$ cat config.mk
export PLATFORM = sky130hd
export DESIGN_NAME = seq_divider
export DESIGN_NICKNAME = d
export VERILOG_FILES = /design/src/rtl/div_pkg.sv /design/src/rtl/div_step.sv /design/src/rtl/seq_divider.sv
export SDC_FILE = /design/constraint.sdc
export NUM_CORES = 1
export LEC_CHECK = 0
export ABC_CLOCK_PERIOD_IN_PS = 2700
export CORE_MARGIN = 1.5
export CORE_UTILIZATION = 58
export CTS_BUF_LIST = sky130_fd_sc_hd__clkbuf_8
export CTS_CLUSTER_SIZE = 25
export DETAILED_ROUTE_END_ITERATION = 7
export GPL_TIMING_DRIVEN = 0
export PLACE_DENSITY = 0.93
export SYNTH_ARGS = -nofsm -noshare
export SYNTH_HDL_FRONTEND = slang
export SYNTH_SLANG_ARGS = --single-unit
$ cat constraint.sdc
create_clock -name CLK -period 2.7 [get_ports CLK]
set_input_delay 0.81 -clock CLK [delete_from_list [all_inputs] [get_ports CLK]]
set_output_delay 0.81 -clock CLK [all_outputs]
set_load 0.05 [all_outputs]
$ cat src/rtl/div_pkg.sv
// Shared types and constants for the sequential radix-2 divider.
package div_pkg;

  typedef enum logic [1:0] {
    S_IDLE,
    S_CALC,
    S_FIX,
    S_DONE
  } div_state_e;

  localparam int DIV_MAX_W = 64;
  localparam logic DBZ_FLAG = 1'b1;

  // Iteration counter only has to reach w-1.
  function automatic int cnt_width(input int w);
    return (w < 3) ? 1 : $clog2(w);
  endfunction

  // Quotient reported on divide-by-zero: all ones in the low w bits.
  function automatic logic [DIV_MAX_W-1:0] dbz_quotient(input int w);
    logic [DIV_MAX_W-1:0] v;
    v = '0;
    for (int i = 0; i < DIV_MAX_W; i++) begin
      if (i < w) v[i] = 1'b1;
    end
    return v;
  endfunction

endpackage

$ cat src/rtl/div_step.sv
// One combinational restoring-division iteration: shift in a dividend bit,
// subtract the divisor magnitude when it fits.
module div_step #(
  parameter int WIDTH = 8
) (
  input  logic [WIDTH:0] p_i,
  input  logic           bit_i,
  input  logic [WIDTH:0] dmag_i,
  output logic [WIDTH:0] p_o,
  output logic           q_o
);

  logic [WIDTH:0] shifted;
  logic           unused_p_msb;

  // P is always below the divisor magnitude, so its MSB is zero on entry.
  assign unused_p_msb = p_i[WIDTH];
  assign shifted      = {p_i[WIDTH-1:0], bit_i};
  assign q_o          = (shifted >= dmag_i);
  assign p_o          = q_o ? (shifted - dmag_i) : shifted;

endmodule

$ cat src/rtl/seq_divider.sv
// Multi-cycle signed/unsigned truncating divider with start/busy/done handshake.
// Results and divide-by-zero flag are held until the next operation completes.
module seq_divider
  import div_pkg::*;
#(
  parameter int WIDTH  = 8,
  parameter bit SIGNED = 1'b1
) (
  input  logic             CLK,
  input  logic             RST,
  input  logic             Start_Sig,
  input  logic [WIDTH-1:0] Dividend,
  input  logic [WIDTH-1:0] Divisor,
  output logic             Busy,
  output logic             Done_Sig,
  output logic [WIDTH-1:0] Quotient,
  output logic [WIDTH-1:0] Remainder,
  output logic             Div_By_Zero
);

  localparam int CW = cnt_width(WIDTH);
  localparam logic [WIDTH-1:0] DBZ_QUOT = WIDTH'(dbz_quotient(WIDTH));

  div_state_e     state_q, state_d;
  logic [CW-1:0]  cnt_q, cnt_d;
  logic [WIDTH:0] p_q, p_d;
  logic [WIDTH:0] dmag_q, dmag_d;
  logic [WIDTH-1:0] a_q, a_d;
  logic           neg_quo_q, neg_quo_d;
  logic           neg_rem_q, neg_rem_d;
  logic [WIDTH-1:0] quo_q, quo_d;
  logic [WIDTH-1:0] rem_q, rem_d;
  logic           dbz_q, dbz_d;

  logic           dvd_neg, dvs_neg;
  logic [WIDTH:0] step_p;
  logic           step_bit;

  assign dvd_neg = SIGNED && Dividend[WIDTH-1];
  assign dvs_neg = SIGNED && Divisor[WIDTH-1];

  div_step #(.WIDTH(WIDTH)) u_step (
    .p_i    (p_q),
    .bit_i  (a_q[WIDTH-1]),
    .dmag_i (dmag_q),
    .p_o    (step_p),
    .q_o    (step_bit)
  );

  always_comb begin
    state_d   = state_q;
    cnt_d     = cnt_q;
    p_d       = p_q;
    dmag_d    = dmag_q;
    a_d       = a_q;
    neg_quo_d = neg_quo_q;
    neg_rem_d = neg_rem_q;
    quo_d     = quo_q;
    rem_d     = rem_q;
    dbz_d     = dbz_q;
    case (state_q)
      S_IDLE: begin
        if (Start_Sig) begin
          state_d   = S_CALC;
          cnt_d     = '0;
          p_d       = '0;
          // A WIDTH-bit unsigned magnitude holds even the most negative value.
          a_d       = dvd_neg ? (-Dividend) : Dividend;
          dmag_d    = {1'b0, (dvs_neg ? (-Divisor) : Divisor)};
          neg_quo_d = dvd_neg ^ dvs_neg;
          neg_rem_d = dvd_neg;
        end
      end
      S_CALC: begin
        if (dmag_q == '0) begin
          // No iterations done yet, so a_q still holds the dividend magnitude.
          quo_d   = DBZ_QUOT;
          rem_d   = neg_rem_q ? (-a_q) : a_q;
          dbz_d   = DBZ_FLAG;
          state_d = S_DONE;
        end else begin
          p_d   = step_p;
          a_d   = {a_q[WIDTH-2:0], step_bit};
          cnt_d = cnt_q + 1'b1;
          if (cnt_q == CW'(WIDTH - 1)) state_d = S_FIX;
        end
      end
      S_FIX: begin
        quo_d   = neg_quo_q ? (-a_q) : a_q;
        rem_d   = neg_rem_q ? (-p_q[WIDTH-1:0]) : p_q[WIDTH-1:0];
        dbz_d   = 1'b0;
        state_d = S_DONE;
      end
      S_DONE: begin
        state_d = S_IDLE;
      end
      default: begin
        state_d = S_IDLE;
      end
    endcase
  end

  always_ff @(posedge CLK or posedge RST) begin
    if (RST) begin
      state_q   <= S_IDLE;
      cnt_q     <= '0;
      p_q       <= '0;
      dmag_q    <= '0;
      a_q       <= '0;
      neg_quo_q <= 1'b0;
      neg_rem_q <= 1'b0;
      quo_q     <= '0;
      rem_q     <= '0;
      dbz_q     <= 1'b0;
    end else begin
      state_q   <= state_d;
      cnt_q     <= cnt_d;
      p_q       <= p_d;
      dmag_q    <= dmag_d;
      a_q       <= a_d;
      neg_quo_q <= neg_quo_d;
      neg_rem_q <= neg_rem_d;
      quo_q     <= quo_d;
      rem_q     <= rem_d;
      dbz_q     <= dbz_d;
    end
  end

  assign Busy        = (state_q != S_IDLE);
  assign Done_Sig    = (state_q == S_DONE);
  assign Quotient    = quo_q;
  assign Remainder   = rem_q;
  assign Div_By_Zero = dbz_q;

endmodule

; ---- After elaboration in Yosys (flattened, before gate mapping)
; Index checks and enable logic that the tools add are counted.
[word_totals]
regBits = 48
input_bits = 19
out_inout_bits = 19
elab_cells = 60
[op_classes]
add_sub_neg = 6
order_cmp = 1
n_eq_ne = 8
mux = 25
bitwise = 1
reduce_logical = 9
[op_table]
columns = operator, n
row1 = two-way mux 8 bit, 12
row2 = one-hot mux 8 bit (2 select lines), 4
row3 = negation 8 bit, 4
row4 = >= comparator 9 x 8 -> 1 bit, 1
row5 = logical NOT 9 bit, 1
row6 = one-hot mux 2 bit (4 select lines), 1
row7 = subtractor 8 bit, 1
row8 = two-way mux 2 bit, 3
row9 = two-way mux 3 bit, 2
row10 = != test 2 bit (second input constant), 3
row11 = one-hot mux 3 bit (2 select lines), 1
row12 = AND reduction 2 bit, 3
row13 = nonzero test 2 bit, 3
row14 = equality test 2 bit (second input constant), 2
row15 = adder 3 x 1 -> 3 bit (second input constant), 1
row16 = equality test 3 bit (second input constant), 1
row17 = != test 3 bit (second input constant), 1
row18 = AND reduction 3 bit, 1
row19 = equality test 2 x 1 -> 1 bit (second input constant), 1
row20 = logical NOT 2 bit, 1
row21 = one-hot mux 1 bit (2 select lines), 1
row22 = two-way mux 1 bit, 1
row23 = bitwise XOR 1 bit, 1

; ---- Logic depth before layout (Yosys ltp)
; Gate-level depths: netlist of the first run.
[depth]
ltp_word = 4
mapped_depth = 10
depth_no_buf = 10

; ---- Modules after synthesis
; Synthesis of the first run repeated with hierarchy kept, for this count alone.
[hier_totals]
cells_unflattened = 383
hier_area_um2 = 3378.2
[by_module_without_submodules]
columns = module, instances, cells_per_inst, area_per_inst_um2, seq_area_each_um2
row1 = seq_divider, 1, 312, 2822.7, 1226.2
row2 = div_step, 1, 71, 555.5, 0.0

; ---- Worst setup path before layout of the first run
; OpenSTA, ideal clock, no wires.
[synth_timing]
path_kind = flip-flop to flip-flop
start = reg a_q[7]
end = reg p_q[6]
t_arrival_ps = 2037
required_ps = 2617
path_slack_ps = 581
path_stages_with_launch = 11
period_less_slack_ps = 2119
cell_sequence = dfrtp_1 > inv_1 > ha_1 > inv_1 > fa_1 > a21o_1 > a221o_1 > a21oi_1 > xnor2_1 > mux2i_1 > o21ai_0
[synth_between]
elab_chain_cells = 4
[synth_rtl]
columns = item, line
row1 = from (decl), seq_divider.sv:28  ; logic [WIDTH-1:0] a_q, a_d;
row2 = from (signal assigned), seq_divider.sv:109  ; a_q <= '0;
row3 = from (signal assigned), seq_divider.sv:120  ; a_q <= a_d;
row4 = subtractor 8 bit / >= comparator 9 x 8 -> 1 bit (equally long branches), "div_step.sv:20, div_step.sv:19"
row5 = two-way mux 8 bit *, div_step.sv:20  ; assign p_o = q_o ? (shifted - dmag_i) : shifted;
row6 = two-way mux 8 bit *, seq_divider.sv:75  ; if (dmag_q == '0) begin
row7 = one-hot mux 8 bit (2 select lines) *, seq_divider.sv:61  ; case (state_q)
row8 = to (signal assigned), seq_divider.sv:118  ; p_q <= p_d;
row9 = to (decl), seq_divider.sv:26  ; logic [WIDTH:0] p_q, p_d;
; Every way passes the cells marked *; elsewhere a longest branch is shown, timed or not. The select of a mux whose other input is x is not followed.
; A chain may end at the register's enable or synchronous reset.

; ---- Worst setup path after layout of the first run
[layout_timing]
start = reg state_q[0]
end = out Busy
[layout_between]
elab_chain_cells = 1
[layout_rtl]
columns = item, line
row1 = from (decl), seq_divider.sv:24  ; div_state_e state_q, state_d;
row2 = from (signal assigned), seq_divider.sv:116  ; state_q <= state_d;
row3 = nonzero test 2 bit, seq_divider.sv:129  ; assign Busy = (state_q != S_IDLE);
row4 = to (decl), seq_divider.sv:14  ; output logic Busy,
; Every way passes these cells.

==> run metrics, run 1 <==
worst-margin pin slew=0.5596 ns; fin area=3740 µm²; Fin Clk Skew=0.004702 ns; critical path required time=1.89 ns; CTS Sinks=48; clock root buffer=clkbuf_8; Clk Latency, worst-skew pair=0.30 ns; first-pass GRT wire length=12.55 mm; final setup fails=0; Syn-to-layout area delta=17.03%; standard-cell rows=26; gpl congestion=0.8594; DRC violations left=0; largest family of logic cells by synthesized area=compound AO/OA/AOI/OAI gates; Crit path arrival time=1.73 ns; grt total ovfl=0; Final Hold Viols=0; Placeable Area=5205 µm²; Synth Flop Type=dfrtp_1; worst hold path class=flop to flop; Synth Area in XOR/XNOR=0.06852; f_max=393.6 MHz; Post-DP Area=3664 µm²; diode count=0; FFs w/ async S/R, synth=1.000; YS warnings=0; DRT antenna net count=0; initial antenna violation count=0; slowest CP cell=dlygate4sd2_1; Synth Instances=371; Post-Synth Adder-Cell Area=0.08066; max incr delay on CP=0.53 ns; sequential share of the synthesized area=0.3759; num ports=38; CTS tree=yes; Pre-antenna DRT Iters=5; largest net degree at the start of global routing=35; Max Cap Viol=0; syn_nets=410; RSZ-0062 raised after global routing=no; Slew HR=0.6270; nets@finish=454; Final HPWL DP=5.525 mm; mux cell area share after synthesis=0.04190; Starting DRT DRC Count=269; syn_area_per_cell=8.613 µm²; Crit Path Class=flop to output pin; CP Capture Type=output pin; outcome=completed; Die W=77.23 µm; Simple-Gate Fraction of Synth Area=0.1656; total power=4905 µW; vias per cell=5.924; Reg clk slew, reported paths=0.08 ns; hold buffer count at CTS=0; Slew Limit Fails=0; post-synthesis compound-gate area fraction=0.2040; htree depth=2; PortBufs=36; Static Leak=0.001654 µW; synthesized area=3196 µm²; FF+latch count, synth=48; Die ar.=5964 µm²; Initial Util=0.6139; crit share post-route=0.9410; Peak VDD IR=0.0006123 V; fin crit period=2.541 ns; Post-synth EDFFs=0; hold path depth=2; count of different cell masters after synthesis=50; pwr/cell area=1312 nW/µm²; type of origin of the critical path=flop; R2R depth=8; chip height=77.23 µm; total number of vias=2873; cts bufs inserted=5; Total GRT Usage=0.2629; crit path max fanout=5; number of global-route vias before repair=2831; maximum root-to-sink buffer count=2; most numerous cell on the critical path=inv_1; share of cells above drive strength 1=0.06265; CP Cell Sequence=inv_1, ha_1, inv_1, dlygate4sd2_1; final WL=7.281 mm; per-cell routed wire length=15.01 µm
## final timing paths
path,start,to,slack (ns)
max,state_q[0],Busy,0.16
min,Remainder[2],Remainder[2],0.48
max reg2reg,state_q[1],Remainder[3],0.22
min reg2reg,Remainder[2],Remainder[2],0.48
max in group asynchronous,RST,Quotient[3],1.44
min in group asynchronous,RST,cnt_q[0],0.79
## registers in the layout, indices dropped and copies added, names as in the netlist
signal	cells
neg_quo_q	1
Quotient	8
p_q	8
cnt_q	3
dmag_q	8
Div_By_Zero	1
a_q	8
state_q	2
Remainder	8
neg_rem_q	1
## cells in the mapped netlist, types with 2 or more instances
cell | n | area [µm²]
nand2_1 | 56 | 210.2
dfrtp_1 | 48 | 1201
o21ai_0 | 46 | 230.2
inv_1 | 27 | 101.4
nor2_1 | 22 | 82.58
a21oi_1 | 20 | 100.1
ha_1 | 19 | 237.7
xnor2_1 | 14 | 122.6
clkbuf_1 | 11 | 41.29
xor2_1 | 11 | 96.34
mux2i_1 | 10 | 100.1
a31oi_1 | 8 | 50.05
nand2b_1 | 6 | 37.54
o31ai_1 | 6 | 45.04
nor2b_1 | 5 | 31.28
buf_6 | 4 | 45.04
or3_1 | 4 | 25.02
a21o_1 | 3 | 22.52
buf_2 | 3 | 15.01
nor3_1 | 3 | 15.01
o21ai_1 | 3 | 15.01
o22a_1 | 3 | 26.28
o41ai_1 | 3 | 26.28
a221o_1 | 2 | 20.02
and3_1 | 2 | 12.51
nor4_1 | 2 | 12.51
o21ai_2 | 2 | 17.52
o22ai_1 | 2 | 12.51
o311ai_0 | 2 | 17.52
o32ai_1 | 2 | 17.52
or4_1 | 2 | 15.01
or4_4 | 2 | 22.52
## area by class of cell
type | count | area (µm²)
plain buffers | 18 | 101.3
fillers | 400 | 1465
well taps | 70 | 87.58
clock buffers | 5 | 68.82
repair buffers | 37 | 379.1
inverters | 27 | 101.3
flip-flops and latches | 48 | 1201
multi-input cells | 278 | 1792
clock inverters | 2 | 8.758
## layout by cell type, fill, tap and decap left out, types with 8 or more instances in the layout
cell type,Yosys,final
a21oi_1,20,20
ha_1,19,19
clkdlybuf4s50_1,0,35
clkbuf_1,11,11
nand2_1,56,56
xnor2_1,14,14
o21ai_0,46,46
dfrtp_1,48,48
nor2_1,22,22
mux2i_1,10,10
inv_1,27,27
a31oi_1,8,8
xor2_1,11,11
## critical path: cells and delay by family (launching register included)
family	cells	cell delay, ns
flops	1	0.45
buf+inv	3	0.71
fa+ha+maj	1	0.27
## cell families after synthesis
kind of cell | count (synthesis)
simple gates | 113
buf+inv | 45
flops | 48
mux | 12
fa+ha+maj | 20
xor+xnor | 25
compound gates | 108
## where the power goes
part	switching [µW]	internal, µW
sequential	279	1020
clock	233	173
combinational	1940	1260
## routing by layer
layer / global-route usage / part of all wire
met1: 0.2995 / 0.39
met2: 0.4807 / 0.52
met3: 0.03452 / 0.052
met4: 0.1255 / 0.038
met5: 0 / 0
## what timing repair did
action	4_1_cts	5_1_grt
setup endpoints to repair	1	0
resized for setup	1	0
endpoints found under the hold margin	0	0
setup buffers	0	0
## metrics by stage
step,instances,setup slack (ns),setup TNS (ns),hold slack (ns),util
final,485,0.1592,0,0.4850,0.7185
after global routing,485,0.04341,0,0.5166,0.7185
after CTS,485,0.1719,0,0.4899,0.7185
after detailed placement,478,0.1770,0,0.4712,0.7038
after global placement,477,-0.09115,-4.196,0.4517,0.7000
after floorplan,371,0.5808,0,0.4498,-
Power figures use the tool's default switching activity.
==> inputs of run 2 (changes only) <==
Settings changed: CORE_UTILIZATION 58 to 59, PLACE_DENSITY 0.93 to 0.94, SYNTH_HIERARCHICAL set to 1.
==> run 2 against run 1 <==
Compared with the run above:
- count of clock-buffer cells in the layout is the same
- die area is 1.3% higher
- largest power group unchanged
- first-iteration DRC count fell by 47%
- wire length up 2.8%
- combinational power up 7.5%
==> run metrics, run 2 <==
diode count=0 (unchanged); crit path max fanout=4 (-1); setup ws final=0.2045 ns (+0.04525 ns); grt total ovfl=0 (unchanged); Starting DRT DRC Count=142 (-47%); commonest non-fill, non-tap cell in the layout=nand2_1; Min-Delay Endpoint=cnt_q[2]; Crit Path Class=flop to output pin; non-filler instance count after layout=489 (+0.82%); num ports=38 (unchanged); first-pass GRT wire length=12.69 mm (+1.1%); DRC violations left=0 (unchanged); hold buffer count at CTS=0 (unchanged); f_max=400.7 MHz (+1.8%); Slew HR=0.6432 (+0.01621); Static Leak=0.001722 µW (+4.1%); total number of vias=2884 (+0.38%); RSZ-0062 raised after global routing=no; Final HPWL DP=5.656 mm (+2.4%); nets@finish=456 (+0.44%); Die W=77.71 µm (+0.63%); Die ar.=6039 µm² (+1.3%); Pre-antenna DRT Iters=5 (unchanged); Total GRT Usage=0.2640 (+0.001153); PortBufs=35 (-2.8%); r2r endpoint=p_q[4]; postcts setup bufs=0 (unchanged); vias per cell=5.898 (-0.44%); Placeable Area=5439 µm² (+4.5%); worst slack, placed=0.3064 ns (+0.1294 ns); Synth Instances=373 (+0.54%); critical path required time=1.89 ns (about the same); most frequent cells in the layout=nand2_1 (55), dfrtp_1 (48), o21ai_0 (37), clkdlybuf4s50_1 (34), inv_1 (24); synthesized area=3293 µm² (+3.1%); htree depth=2 (unchanged); Fin Clk Skew=0.005164 ns (+0.0004623 ns); type of origin of the critical path=flop; final WL=7.487 mm (+2.8%); cts bufs inserted=5 (unchanged); worst hold path class=flop to flop; Peak VDD IR=0.0007386 V (+21%); final setup fails=0 (unchanged); Hold Crit Start=cnt_q[2]; standard-cell rows=27 (+3.8%); share of cells above drive strength 1=0.09592 (+0.03327); post-CTS resize count=1 (unchanged); hold path depth=2 (unchanged); worst-margin pin slew=0.5303 ns (-0.02921 ns); Slew Limit Fails=0 (unchanged); number of global-route vias before repair=2828 (-0.11%); Clk Latency, worst-skew pair=0.32 ns (+0.02 ns); clock root buffer=clkbuf_8; CTS tree=yes; Critical R2R Launch=p_q[5]; Max Cap Viol=0 (unchanged); crit share post-route=0.9243 (-0.01676); initial antenna violation count=0 (unchanged); DRT antenna net count=0 (unchanged); gpl congestion=0.8923 (+3.8%); Reg clk slew, reported paths=0.10 ns (+0.02 ns); r2r setup slk=0.21 ns (about the same); Inst Count DP=481 (+0.63%); hold slack final=0.5047 ns (+0.01975 ns); Syn-to-layout area delta=17.44%; maximum root-to-sink buffer count=2 (unchanged); R2R depth=8 (unchanged); outcome=completed; YS warnings=6 (+6); syn_area_per_cell=8.829 µm² (+2.5%); syn_nets=413 (+0.73%); pwr/cell area=1373 nW/µm² (+4.7%); Final Hold Viols=0 (unchanged); per-cell routed wire length=15.31 µm (+2.0%); Initial Util=0.6055 (-0.008467); chip height=77.71 µm (+0.63%); largest net degree at the start of global routing=28 (-20%); CP Capture Type=output pin; CTS Sinks=48 (unchanged); Crit path arrival time=1.69 ns (-0.04 ns); fin crit period=2.496 ns (-0.04524 ns)
run 2: power by group:
group	internal, µW	switching (µW)	total [µW]	leakage, µW
clock network	279	275	554	0.0000548
registers	1020	297	1310	0.000585
logic	1390	2050	3440	0.00108
total	2690	2620	5310	0.00172
run 2: critical path, cell delays in order (launching register included):
cell and delay [ns]:
dfrtp_1 0.42, ha_1 0.16, clkdlybuf4s50_1 0.79
run 2: worst max-delay path by stage:
| stage | from | endpoint | slack (ns) | depth (start not counted) |
|---|---|---|---|---|
| after global placement | RST | cnt_q[2] | -0.13 | 2 |
| final | state_q[0] | Done_Sig | 0.20 | 2 |
| after floorplan | p_q[5] | p_q[3] | 0.55 | 8 |
| after global routing | p_q[5] | p_q[4] | 0.06 | 8 |
| after detailed placement | state_q[0] | Busy | 0.31 | 4 |
| after CTS | state_q[0] | Done_Sig | 0.21 | 2 |
run 2: stage by stage:
step                      total power, µW    util  setup TNS [ns]  cell area (µm²)
after floorplan                      3843       -               0             3293
after global placement               4530  0.6865          -6.277             3734
after detailed placement             4691  0.6901               0             3754
after CTS                            5276  0.7111               0             3867
after global routing                 5690  0.7111               0             3867
final                                5310  0.7111               0             3867
run 2: area by class of cell:
cell class	count	area, µm²
clock buffer	5	68.82
fill	424	1572
sequential	48	1201
timing repair buffer	36	369.1
tap	72	90.09
inverter	26	97.59
buffer	19	88.84
multi-input combinational	280	1906
clock inverter	3	46.29
run 2: layer usage:
metal,global-route usage,part of all wire
met1,0.3028,0.40
met2,0.4791,0.52
met3,0.05059,0.048
met4,0.1036,0.027
met5,0,0
